--- config.mk ---
export PLATFORM = sky130hd
export DESIGN_NAME = bcorrect_mc
export DESIGN_NICKNAME = d
export VERILOG_FILES = /design/src/rtl/bcorrect_pkg.sv /design/src/rtl/bcorrect_fifo.sv /design/src/rtl/bcorrect_mc.sv
export SDC_FILE = /design/constraint.sdc
export NUM_CORES = 1
export LEC_CHECK = 0
export CAP_MARGIN = 20
export CORE_MARGIN = 2
export CORE_UTILIZATION = 55
export DETAILED_ROUTE_END_ITERATION = 8
export PLACE_DENSITY = 0.81
export SLEW_MARGIN = 20
export SYNTH_ARGS = -nofsm -noshare
export SYNTH_HDL_FRONTEND = slang
export SYNTH_SLANG_ARGS = --single-unit
--- constraint.sdc ---
create_clock -name fire -period 7.5 [get_ports fire]
set_clock_uncertainty 0.1 [all_clocks]
set_input_delay 0.75 -clock fire [delete_from_list [all_inputs] [get_ports fire]]
set_output_delay 0.75 -clock fire [all_outputs]
set_load 0.05 [all_outputs]
--- src/rtl/bcorrect_pkg.sv ---
// bcorrect_pkg: record layout constants and channel extraction helper
package bcorrect_pkg;
    localparam int PC_W_DEF    = 32;
    localparam int POS_W_DEF   = 8;
    localparam int REC_W       = 2 + PC_W_DEF + POS_W_DEF;
    localparam int VALID_BIT   = REC_W - 1;
    localparam int MISPRED_BIT = REC_W - 2;
    localparam int PC_LSB      = POS_W_DEF;
    localparam int BUS_MAX     = 1024;

    function automatic logic [BUS_MAX-1:0] get_rec(input logic [BUS_MAX-1:0] bus, input int c, input int rec_w);
        return bus >> (c * rec_w);
    endfunction
endpackage

--- src/rtl/bcorrect_fifo.sv ---
// bcorrect_fifo: power-of-two correction FIFO with push, pop and flush
module bcorrect_fifo #(
    parameter int W     = 40,
    parameter int DEPTH = 4
) (
    input  logic         fire,
    input  logic         rst,
    input  logic         push,
    input  logic         pop,
    input  logic         flush,
    input  logic [W-1:0] din,
    output logic [W-1:0] dout,
    output logic         valid,
    output logic         full
);
    localparam int AW = $clog2(DEPTH);

    logic [AW-1:0] wptr_q, wptr_d, rptr_q, rptr_d;
    logic [AW:0]   occ_q, occ_d;
    logic [W-1:0]  mem_q [DEPTH];
    logic [W-1:0]  mem_d [DEPTH];
    logic          wr, rd;

    assign valid = occ_q != '0;
    assign full  = occ_q == (AW+1)'(DEPTH);
    assign dout  = valid ? mem_q[rptr_q] : '0;

    // a write while full only lands when the head leaves in the same cycle
    always_comb begin
        wr     = push && !flush && (!full || pop);
        rd     = pop && valid && !flush;
        mem_d  = mem_q;
        if (wr) mem_d[wptr_q] = din;
        wptr_d = flush ? '0 : wptr_q + AW'(wr);
        rptr_d = flush ? '0 : rptr_q + AW'(rd);
        occ_d  = flush ? '0 : occ_q + (AW+1)'(wr) - (AW+1)'(rd);
    end

    // pointers and occupancy; reset empties the queue
    always_ff @(posedge fire) begin
        if (!rst) begin
            wptr_q <= '0;
            rptr_q <= '0;
            occ_q  <= '0;
        end else begin
            wptr_q <= wptr_d;
            rptr_q <= rptr_d;
            occ_q  <= occ_d;
        end
    end

    // storage needs no reset since the head output is gated when empty
    always_ff @(posedge fire) begin
        mem_q <= mem_d;
    end
endmodule

--- src/rtl/bcorrect_mc.sv ---
// bcorrect_mc: picks the oldest mispredict per cycle and queues its correction for fetch
module bcorrect_mc
    import bcorrect_pkg::*;
#(
    parameter int NUM_CH   = 2,
    parameter int PC_W     = PC_W_DEF,
    parameter int POS_W    = POS_W_DEF,
    parameter int DEPTH    = 4,
    parameter int CNT_W    = 3,
    parameter int STORM_TH = 4
) (
    input  logic                               fire,
    input  logic                               rst,
    input  logic                               i_flush,
    input  logic [NUM_CH*(2+PC_W+POS_W)-1:0]   i_data,
    input  logic                               i_ready,
    output logic                               o_valid,
    output logic [PC_W-1:0]                    o_correctpc,
    output logic [POS_W-1:0]                   o_errPos,
    output logic [CNT_W-1:0]                   o_counter,
    output logic                               o_storm,
    output logic                               o_full,
    output logic                               o_overflow,
    output logic [CNT_W-1:0]                   o_drop_cnt
);
    localparam int R_W = 2 + PC_W + POS_W;
    localparam int E_W = PC_W + POS_W;
    localparam logic [CNT_W-1:0] CMAX = '1;

    logic             found, any_valid, push, pop, drop;
    logic [E_W-1:0]   sel_ent, head;
    logic [CNT_W-1:0] cnt_q, cnt_d, drop_q, drop_d;
    logic             ovf_q, ovf_d;

    // scan youngest to oldest so the lowest mispredicting channel wins
    always_comb begin
        logic [R_W-1:0] rec;
        found     = 1'b0;
        any_valid = 1'b0;
        sel_ent   = '0;
        rec       = '0;
        for (int c = NUM_CH - 1; c >= 0; c--) begin
            rec = R_W'(get_rec(BUS_MAX'(i_data), c, R_W));
            if (rec[R_W-1]) any_valid = 1'b1;
            if (rec[R_W-1] && rec[R_W-2]) begin
                found   = 1'b1;
                sel_ent = rec[E_W-1:0];
            end
        end
    end

    // streak counter, push/pop decisions and overflow accounting
    always_comb begin
        cnt_d  = found ? (cnt_q == CMAX ? cnt_q : cnt_q + 1'b1) : any_valid ? '0 : cnt_q;
        push   = found && !i_flush;
        pop    = o_valid && i_ready && !i_flush;
        drop   = push && o_full && !pop;
        ovf_d  = drop;
        drop_d = (drop && drop_q != CMAX) ? drop_q + 1'b1 : drop_q;
    end

    // counters and the registered overflow pulse
    always_ff @(posedge fire) begin
        if (!rst) begin
            cnt_q  <= '0;
            drop_q <= '0;
            ovf_q  <= 1'b0;
        end else begin
            cnt_q  <= cnt_d;
            drop_q <= drop_d;
            ovf_q  <= ovf_d;
        end
    end

    bcorrect_fifo #(.W(E_W), .DEPTH(DEPTH)) u_fifo (
        .fire  (fire),
        .rst   (rst),
        .push  (push),
        .pop   (pop),
        .flush (i_flush),
        .din   (sel_ent),
        .dout  (head),
        .valid (o_valid),
        .full  (o_full)
    );

    assign o_correctpc = head[E_W-1:POS_W];
    assign o_errPos    = head[POS_W-1:0];
    assign o_counter   = cnt_q;
    assign o_storm     = int'(cnt_q) >= STORM_TH;
    assign o_overflow  = ovf_q;
    assign o_drop_cnt  = drop_q;
endmodule

# Yosys cells after proc, flatten, opt, wreduce, memory -nomap -nowiden
# Index checks and enable logic that the tools add are counted.
# classes
add_sub_neg	6
n_lt_le_gt_ge	4
eq_ne	4
mux	16
bitwise_logic	3
n_reduce_logical	21
# op_table
op	count
40-bit 2-to-1 mux	6
160-bit bitwise mux	1
40-bit binary-select mux with 2-bit select	1
40-bit demux with 2-bit select	1
1-bit logical AND	13
3-bit >= comparator (second input constant)	3
3-bit 2-to-1 mux	3
3-bit by 1-bit adder with 3-bit output (second input constant)	2
3-bit == test (second input constant)	2
2-bit NOT with 3-bit output	2
2-bit by 1-bit adder with 2-bit output	2
1-bit 2-to-1 mux	4
3-bit by 1-bit adder with 3-bit output	1
1-bit logical NOT	3
3-bit by 1-bit < comparator with 1-bit output (second input constant)	1
3-bit inequality test (second input constant)	1
3-bit nonzero test	1
3-bit by 1-bit subtractor with 3-bit output	1
2-bit inequality test (second input constant)	1
2-bit AND reduction	1
2-bit nonzero test	1
2-bit OR reduction	1
1-bit logical OR	1
1-bit NOT	1
# totals
ff_bits	174
inputBits	88
out_inout_bits	50
word_cells	64

# Depth between registers and ports, before layout
# depth
ltp_word	8
depth_mapped	8
ltp_nobuf	8

# Hierarchy
# Synthesis repeated with hierarchy kept, for this count alone.
# unflattened
cells_unflattened	385
area_unflattened_um2	7263.2
# by_module_without_submodules
module	instances	cells_per_inst	area_each_um2	seq_area_each_um2
bcorrect_fifo	1	294	6427.4	4944.7
bcorrect_mc	1	91	835.8	140.1

# Worst setup path before layout
# Ideal clock, no wire load.
# synth_path
kind	input -> register
start	in i_flush
end	reg u_fifo.mem_q[40] (netlist bit), enable pin
setup_time_ns	0.495
arrival_ns	4.254
required_ns	6.905
path_slack_ns	2.650
path_stages	3
n_path_buf	0
path_cell_list	nand2b_1 a211o_1 nor3b_1
# synth_via
elab_chain_cells	4
word_cells_on_any_way	6
classes_between	reduce/logical: 6
# synth_rtl
item	line	text
start, declared	bcorrect_mc.sv:14	input logic i_flush,
1-bit logical NOT *	bcorrect_fifo.sv:30, bcorrect_mc.sv:55, bcorrect_mc.sv:56	
1-bit logical AND (on tied branches)	bcorrect_mc.sv:55, bcorrect_mc.sv:56	
1-bit logical AND / 1-bit logical OR (equally long branches)	bcorrect_fifo.sv:30	wr = push && !flush && (!full || pop);
1-bit logical AND *	bcorrect_fifo.sv:30	
end signal, assigned	bcorrect_fifo.sv:54	mem_q <= mem_d;
end, declared	bcorrect_fifo.sv:20	logic [W-1:0] mem_q [DEPTH];
# Mark *: on every way between the ends. The rest lies on a longest branch, timed or not.
# A chain may end at the register's enable or synchronous reset.

# Worst setup path in the final report
# layout_path
start	reg u_fifo.rptr_q[1]
end	out o_correctpc[27]
# layout_via
elab_chain_cells	5
# layout_rtl
item	line	text
start, declared	bcorrect_fifo.sv:18	logic [AW-1:0] wptr_q, wptr_d, rptr_q, rptr_d;
start signal, assigned	bcorrect_fifo.sv:47	rptr_q <= rptr_d;
2-bit NOT with 3-bit output (implied by the code)	bcorrect_fifo.sv:26	assign dout = valid ? mem_q[rptr_q] : '0;
40-bit binary-select mux with 2-bit select	bcorrect_fifo.sv:26	
40-bit 2-to-1 mux (implied by the code) (2 in series)	bcorrect_fifo.sv:26	
40-bit 2-to-1 mux	bcorrect_fifo.sv:26	
end, declared	bcorrect_mc.sv:18	output logic [PC_W-1:0] o_correctpc,
# Every way passes these cells. The select of a mux whose other input is x is not followed.

==> summary.md <==
| Metric | Value |
|---|---|
| Cell type with the highest aggregate area in the netlist | `edfxtp_1` |
| Reg-to-reg setup timing slack | `5030 ps` |
| DRC violations left | `0` |
| Cell depth of the worst min-delay path | `2` |
| # nets final | `between 600 and 700` |
| Flip-flop cell with the highest count after synthesis | `edfxtp_1` |
| Worst Setup Path Type | `flop to primary output` |
| Minimum setup slack after placement | `4130 ps` |
| Filler-free cell count of the finished design | `704` |
| Width of the die | `118 µm` |
| CP Data Required Time | `6650 ps` |
| Crit-path leading delay family | `flip-flops` |
| Type of origin of the critical path | `flop` |
| Post-synthesis cell area | `between 7000 and 8000 µm²` |
| CP peak stage delay | `1060 ps` |
| Class of the worst hold path | `flop to flop` |
| Synthesis Warnings | `0` |
| Fin. Hold Viols | `0` |
| Cts bufs inserted | `17` |
| Post-Synth Adder-Cell Area | `1.49%` |
| Result of the run | `finished, final reports clean` |
| Syn nets | `480` |
| Via count of the first global-routing pass | `between 4k and 5k` |
| Postcts setup bufs | `0` |
| RePlAce Congestion | `0.702` |
| Layout overhead on the synthesized area | `28.8%` |
| Total buffers and inverters traversed by the critical path | `1` |
| Clock buffer depth | `2` |
| CTS tree | `yes` |
| Initial antenna violation count | `0` |
| Post-route setup TNS | `0 ps` |
| Static leakage power | `3.04 nW` |
| Initial Util | `56.6%` |
| Final number of max-transition violations | `0` |
| Area share of xor/xnor cells in the synthesized design | `0.608%` |
| Detailed-route vias per instance | `5.73` |
| Total via count in the routed design | `4,033` |
| Number of setup violations in the final report | `0` |
| Reg-to-reg critical path startpoint | `u_fifo.occ_q[1]` |
| Chip Height | `118 µm` |
| Yosys top cell area share | `about two thirds` |
| Total number of cells along the worst setup path | `3` |
| Buffer type at the clock tree root | `clkbuf_16` |
| Synthesized-area fraction occupied by ao, oa, aoi and oai cells | `5.96%` |
| Core region area | `12,700 µm²` |
| Post-route clock period utilization | `between 50 and 60%` |
| Placed insts | `672` |
| Tightest Pin Transition | `between 1000 and 1500 ps` |
| Crit-path cells | `mux4_2, nor2b_1, clkdlybuf4s50_1` |
| Number of enable flip-flop cells after synthesis | `160` |
| Largest family of logic cells by synthesized area | `multiplexers` |
| Cts repair resizes | `0` |
| Pwr/cell area | `around 230 nW/µm²` |
| Maximum net fanout on the critical path | `41` |
| Worst rel slew slack | `25.7%` |
| Number of standard cells after synthesis | `approximately 380` |
| Basic-gate share of the synthesized area counting and, or, nand and nor cells | `6.10%` |
| Destination of the worst register-to-register timing path | `u_fifo.mem_q[5]` |
| Die area | `between 10,000 and 15,000 µm²` |
| Sink count of the clock tree | `174` |
| WL final | `14,100 µm` |
| Per-cell routed wire length | `~20 µm` |
| Worst hold margin | `382 ps` |
| Cts hold-fix bufs | `0` |
| Proportion of synthesized area in mux cells | `roughly an eighth` |
| Worst VDD drop | `124 µV` |
| HP Start | `o_drop_cnt[1]` |
| Async set-or-reset flop fraction in the synthesized netlist | `0%` |
| Drt first pass iters | `4` |
| Post-route minimum period | `3750 ps` |
| Max-capacitance violation count | `0` |
| Post-synthesis area per instance | `18.8 µm²` |
| Number of inserted diodes | `0` |
| Total grt overflow | `0` |
| Number of port buffers | `137` |
| Share of synthesized area occupied by flip-flops and latches | `between 70% and 80%` |
| Layout cell share with drive strength beyond 1 | `16.0%` |
| Synth area leaders | `edfxtp_1 67%, mux4_2 13%, a22o_1 5.1%, dfxtp_1 3.9%, nor2b_1 3.6%` |
| Maximum number of pins on one net before global-route repair | `43` |
| Total of flip-flops plus latches after synthesis | `174` |
| Insertion delay to the later sink of the worst-skew pair | `410 ps` |
| Global-route total usage across every layer | `21.3%` |
| Number of levels the H-tree was split into | `4` |
| Max stage delay cell, worst path | `dfxtp_2` |
| Min setup slack post-route | `3750 ps` |
| Endpoint with the worst hold slack | `o_drop_cnt[1]` |
| Worst Reg-to-Reg Cells | `4` |
| Post-detailed-placement half-perimeter wirelength | `~8600 µm` |
| Maximum operating frequency | `0.267 GHz` |
| Critical Path Sink Type | `primary output` |
| I/O pin total | `between 100 and 150` |
| Clk slew on worst S/H paths | `60 ps` |
| Site row count | `slightly above 40` |
| Wire length of the first global-routing pass | `22,600 µm` |
| Design Power | `2.10 mW` |
| Count of routing violations after the opening detailed-route iteration | `roughly 340` |
| Crit path DAT | `2900 ps` |
| Cell variety after synth | `32` |
| Setup repair after global routing missed its margin | `no` |
| Antenna Violating Nets Remaining | `0` |
cell type report:
type	count	area, µm²
sequential	174	5090
fill	797	3450
multi-input combinational	179	1980
timing repair buffer	142	1410
clock buffer	19	443
tap	172	215
clock inverter	13	114
inverter	5	18.8
where the power goes:
part | leakage [nW] | internal, mW | total [mW] | switching, mW
Clock | 0.264 | 0.467 | 0.815 | 0.349
Combinational | 1.17 | 0.0950 | 0.197 | 0.102
Sequential | 1.60 | 1.08 | 1.09 | 0.00840
metrics by stage:
stage / instance area [µm²] / util [%]
floorplan: 7200 / -
detailed placement: 8710 / 68.5
finish: 9270 / 72.9
global route: 9270 / 72.9
global placement: 8710 / 68.5
CTS: 9270 / 72.9
cell usage in the layout, fill, tap and decap left out, types with 2 or more instances in the layout:
master,netlist,routed
edfxtp_1,160,160
and2_1,5,4
dfxtp_1,14,12
buf_4,0,5
nand2b_1,3,3
clkinvlp_4,0,4
nor2b_1,41,41
a32o_1,2,2
nand2_1,9,9
nor2_1,6,5
mux2i_1,3,3
clkdlybuf4s50_1,0,137
clkinv_2,0,3
mux4_2,40,40
xnor2_1,3,3
inv_1,5,5
ha_1,7,7
a22o_1,42,42
xor2_1,2,2
inv_6,0,4
clkbuf_16,0,17
nor3b_2,1,3
per-layer routing:
metal	vias up	wire (µm)	GRT usage [%]
li1	1811	-	-
met1	2073	5840	26.2
met2	139	7290	37.0
met3	10	856	6.56
met4	0	87	5.28
met5	-	0	0
registers in the layout, indices dropped and copies added, names as in the netlist:
register / flops
o_counter: 3
o_overflow: 1
u_fifo.wptr_q: 2
u_fifo.mem_q: 160
u_fifo.rptr_q: 2
u_fifo.occ_q: 3
o_drop_cnt: 3
worst register-to-register path: cells and delay by family, from the launching register on:
family / cells / cell delay, ps
compound gates: 1 / 350
flops: 1 / 490
simple gates: 2 / 990
buf+inv: 1 / 120
worst max path at each step:
stage                     startpoint               end  slack, ps
global placement             i_flush  u_fifo.mem_q[17]       4120
detailed placement           i_flush  u_fifo.mem_q[15]       4130
finish              u_fifo.rptr_q[1]   o_correctpc[27]       3750
global route        u_fifo.rptr_q[0]   o_correctpc[22]       3640
CTS                 u_fifo.rptr_q[1]   o_correctpc[27]       3710
floorplan                    i_flush  u_fifo.mem_q[40]       2650
cell usage after synthesis (all sizes together), types with 2 or more instances:
cell type  instances
nor3               3
nor2b             41
a22o              42
buf               16
edfxtp           160
nor2               6
xor2               2
inv                5
xnor2              3
clkbuf            10
a32o               2
mux4              40
and2               5
nand2              9
mux2i              3
nor3b              4
ha                 7
nand2b             3
dfxtp             14
cells by family after synthesis:
kind of cell,count (synthesis)
flip-flops,174
AND/OR/NAND/NOR,74
AO/OA/AOI/OAI,49
multiplexers,43
buffers and inverters,31
adder cells (fa/ha/maj),8
XOR/XNOR,5
(Power assumes the default switching activity.)
==> edit 1 (config.mk and constraints unchanged) <==
Set the package constant `POS_W_DEF` to 12 (it was 8).
--- a/src/rtl/bcorrect_pkg.sv
+++ b/src/rtl/bcorrect_pkg.sv
@@ -1,7 +1,7 @@
 // bcorrect_pkg: record layout constants and channel extraction helper
 package bcorrect_pkg;
     localparam int PC_W_DEF    = 32;
-    localparam int POS_W_DEF   = 8;
+    localparam int POS_W_DEF   = 12;
     localparam int REC_W       = 2 + PC_W_DEF + POS_W_DEF;
     localparam int VALID_BIT   = REC_W - 1;
     localparam int MISPRED_BIT = REC_W - 2;
Ports: changed (resized i_data and o_errPos); port bits go from 138 to 150. No check against the original RTL was run, so the function may have changed too.
==> edit 1 against the original RTL <==
Synthesized cell count is 7.3% higher; wire length increased by 5.9%; global-route usage down 0.60 points; worst setup slack got worse by 13 ps; synthesized area up 10%; power rose by 4.9%; design area increased by 8.8%; sequential cell count is 16 higher; critical endpoint is now o_errPos[3].
==> edit 1: results (changes against the original RTL) <==
Final layout
  – FILL cells: 880 (+10%)
  – #MultiIn Comb: 191 (+6.7%)
  – Layout cell share with drive strength beyond 1: 0.1399 (-0.01991)
  – Fraction of area in multi-input gates: 0.2160 (+0.002267)
  – Bufs w/o clock: 155 (+9.2%)
  – Max reg flops: 176 (+10%)

GRT
  – Largest net degree at the start of global routing: 47 (+9.3%)
  – GRT Util Overall: 0.2071 (-0.005952)
  – Grt met2 use: 0.3583 (-0.01204)

Power
  – VDD IR max: 0.0001270 V (+2.1%)

Place
  – DP Worst Slack: 4101 ps (-25.24 ps)
  – Number of port buffers: 149 (+8.8%)
  – Routability-driven placement congestion ratio: 0.8112 (+16%)

Synth
  – Sequential fraction of the synthesis area: 0.7018 (-0.004370)
  – Post-Syn Nets: 516 (+7.5%)
  – Count of different cell masters after synthesis: 36 (+13%)
  – Top cell types by occurrence after synthesis: edfxtp_1, a22o_1, mux4_2
  – Top cells by area, synth: edfxtp_1, mux4_2, a22o_1
  – FF+latch count, synth: 190 (+9.2%)

STA
  – Min cycle time layout: 3765 ps (+12.98 ps)
  – Final hold slack: 407.3 ps (+25.17 ps)
  – Pin slew with the least headroom to its limit: 953.6 ps (-161.1 ps)

Critical path
  – Critical-path top delay cell: dfxtp_4
  – FF-to-FF Start: u_fifo.occ_q[2]
  – Arr. time, crit path: 2910 ps (about the same)

Run status
  – Outcome: complete, no violations

Min path
  – Hold path start: o_drop_cnt[2]
  – WHS Endpoint: o_drop_cnt[2]

Detailed routing
  – Via count: 4,249 (+5.4%)
==> edit 1: power breakdown <==
part | switching (uW) | total [uW] | leakage, uW | internal, uW
logic | 110 | 215 | 0.00134 | 105
clock network | 349 | 800 | 0.000247 | 451
registers | 8.83 | 1190 | 0.00175 | 1180
==> edit 1: per-stage QoR <==
| step | std cells | cell area, um2 |
|---|---|---|
| after floorplan | 412 | 7930 |
| after global placement | 720 | 9518 |
| after detailed placement | 720 | 9524 |
| after CTS | 751 | 10060 |
| after global routing | 752 | 10080 |
| final | 752 | 10080 |
==> edit 1: logic make-up (layout without fill, tap and decap cells) <==
| family | after synthesis | after routing | synth area share |
|---|---|---|---|
| buffers and inverters | 31 | 191 | 0.02682 |
| muxes | 47 | 47 | 0.1316 |
| DFF | 190 | 190 | 0.7018 |
| adders and majority gates | 8 | 8 | 0.01357 |
| AOI/OAI and AO/OA | 53 | 53 | 0.05854 |
| xor gates and xnor gates | 5 | 5 | 0.005523 |
| and+or+nand+nor | 78 | 78 | 0.06217 |
==> edit 2 (same flow settings) <==
Without the edit above. The output `o_overflow` loses its register stage (`ovf_q` becomes a continuous assignment).
--- a/src/rtl/bcorrect_mc.sv
+++ b/src/rtl/bcorrect_mc.sv
@@ -64,13 +64,13 @@
         if (!rst) begin
             cnt_q  <= '0;
             drop_q <= '0;
-            ovf_q  <= 1'b0;
         end else begin
             cnt_q  <= cnt_d;
             drop_q <= drop_d;
-            ovf_q  <= ovf_d;
         end
     end
+
+    assign ovf_q = ovf_d;
 
     bcorrect_fifo #(.W(E_W), .DEPTH(DEPTH)) u_fifo (
         .fire  (fire),
Formal check against the unedited RTL: not equivalent (Yosys sat finds a counterexample within 10 cycles, from zero or initial values and one cycle with rst low).
==> edit 2 against the original RTL <==
Register-to-register slack lost 50 ps; final cell count shrank 0.14%; critical path depth did not move; power up 0.30%; wire length increased by 3.4%; design area shrank 0.22%; synthesized cell count is 0.26% lower; sequential cell count shrank 1; synthesized area fell by 0.28%; worst setup slack better by 13 ps.
==> edit 2: results (changes against the original RTL) <==
Power
  – VDD IR max: 0.0001355 V (+8.8%)
  – P_sw: 451.3 uW (-1.6%)

GRT
  – Grt met1 use: 0.2716 (+0.009518)
  – GRT Util Overall: 0.2178 (+0.004709)
  – Met3 usage: 0.05309 (-0.01255)
  – Vias in the first global route: 4,406 (+1.9%)
  – Global-route wire length before repair: 23,260 um (+2.9%)
  – Grt met2 use: 0.3801 (+0.009754)

Min path
  – Hold path start: o_drop_cnt[2]
  – WHS Endpoint: o_drop_cnt[2]

Detailed routing
  – DR iter-0 viols: 308 (-8.9%)
  – Vias per cell: 5.721 (-0.13%)
  – Detailed-route wire length: 14,560 um (+3.4%)
  – Via count: 4,022 (-0.27%)

Synth
  – Top cell types by occurrence after synthesis: edfxtp_1, a22o_1, nor2b_1
  – Top cells by area, synth: edfxtp_1, mux4_2, a22o_1
  – Mean Syn Cell Area: 18.75 um2 (about the same)
  – Sequential fraction of the synthesis area: 0.7053 (-0.0008192)

Critical path
  – Arr. time, crit path: 2890 ps (about the same)
  – FF-to-FF Start: u_fifo.occ_q[0]

Place
  – Routability-driven placement congestion ratio: 0.6891 (-1.9%)
  – DP Worst Slack: 4037 ps (-89.70 ps)
  – Inst Count DP: 671 (-0.15%)
  – Dpl hpwl: 8620 um (+0.25%)

Run status
  – Outcome: complete, no violations

STA
  – Pin slew with the least headroom to its limit: 1125 ps (+10.31 ps)
  – Fmax: 267.5 MHz (+0.35%)
  – Final hold slack: 388.6 ps (+6.438 ps)

Final layout
  – # nets final: 614 (-0.16%)
edit 2: power by group through the flow:
stage | sequential, uW | clock [uW] | combinational, uW
floorplan | 1100 | 0 | 108
global placement | 1100 | 0 | 191
detailed placement | 1100 | 0 | 198
CTS | 1080 | 838 | 199
global route | 1090 | 882 | 209
finish | 1080 | 825 | 198
edit 2: per-layer routing:
metal,up-vias,wire [um],share of wire
met3,8,824,0.057
met5,-,0,0
li1,1808,-,-
met4,0,87,0.0060
met1,2049,6103,0.42
met2,157,7546,0.52
edit 2: stage by stage:
stage | utilization | area [um2] | total power [uW]
floorplan | - | 7181 | 1212
global placement | 0.6862 | 8695 | 1294
detailed placement | 0.6862 | 8695 | 1303
CTS | 0.7301 | 9251 | 2122
global route | 0.7301 | 9251 | 2177
finish | 0.7301 | 9251 | 2108
edit 2: cells by family after synthesis:
| group | share of synthesized area |
|---|---|
| and+or+nand+nor | 0.06116 |
| AOI/OAI and AO/OA | 0.05977 |
| buffers and inverters | 0.02300 |
| adders and majority gates | 0.01498 |
| muxes | 0.1296 |
| xor gates and xnor gates | 0.006100 |
| DFF | 0.7053 |
edit 2: final cells by class:
class	count	area, um2
clock buffers	19	432.9
clock inverters	13	123.9
fillers	790	3420
inverters	5	18.77
multi-input cells	179	1982
flip-flops and latches	173	5070
well taps	172	215.2
repair buffers	142	1409
edit 2: how the worst max path moves through the flow:
stage,to,cells past startpoint
2_1_floorplan,u_fifo.mem_q[40],3
3_3_place_gp,o_overflow,5
3_5_place_dp,u_fifo.mem_q[16],5
4_1_cts,o_correctpc[22],3
5_1_grt,o_correctpc[18],3
6_report,o_correctpc[22],3
edit 2: worst max-delay path, cell delays in order (launching register included):
cell and delay, ps:
dfxtp_2 1070, mux4_2 370, nor2b_1 200, clkdlybuf4s50_1 840
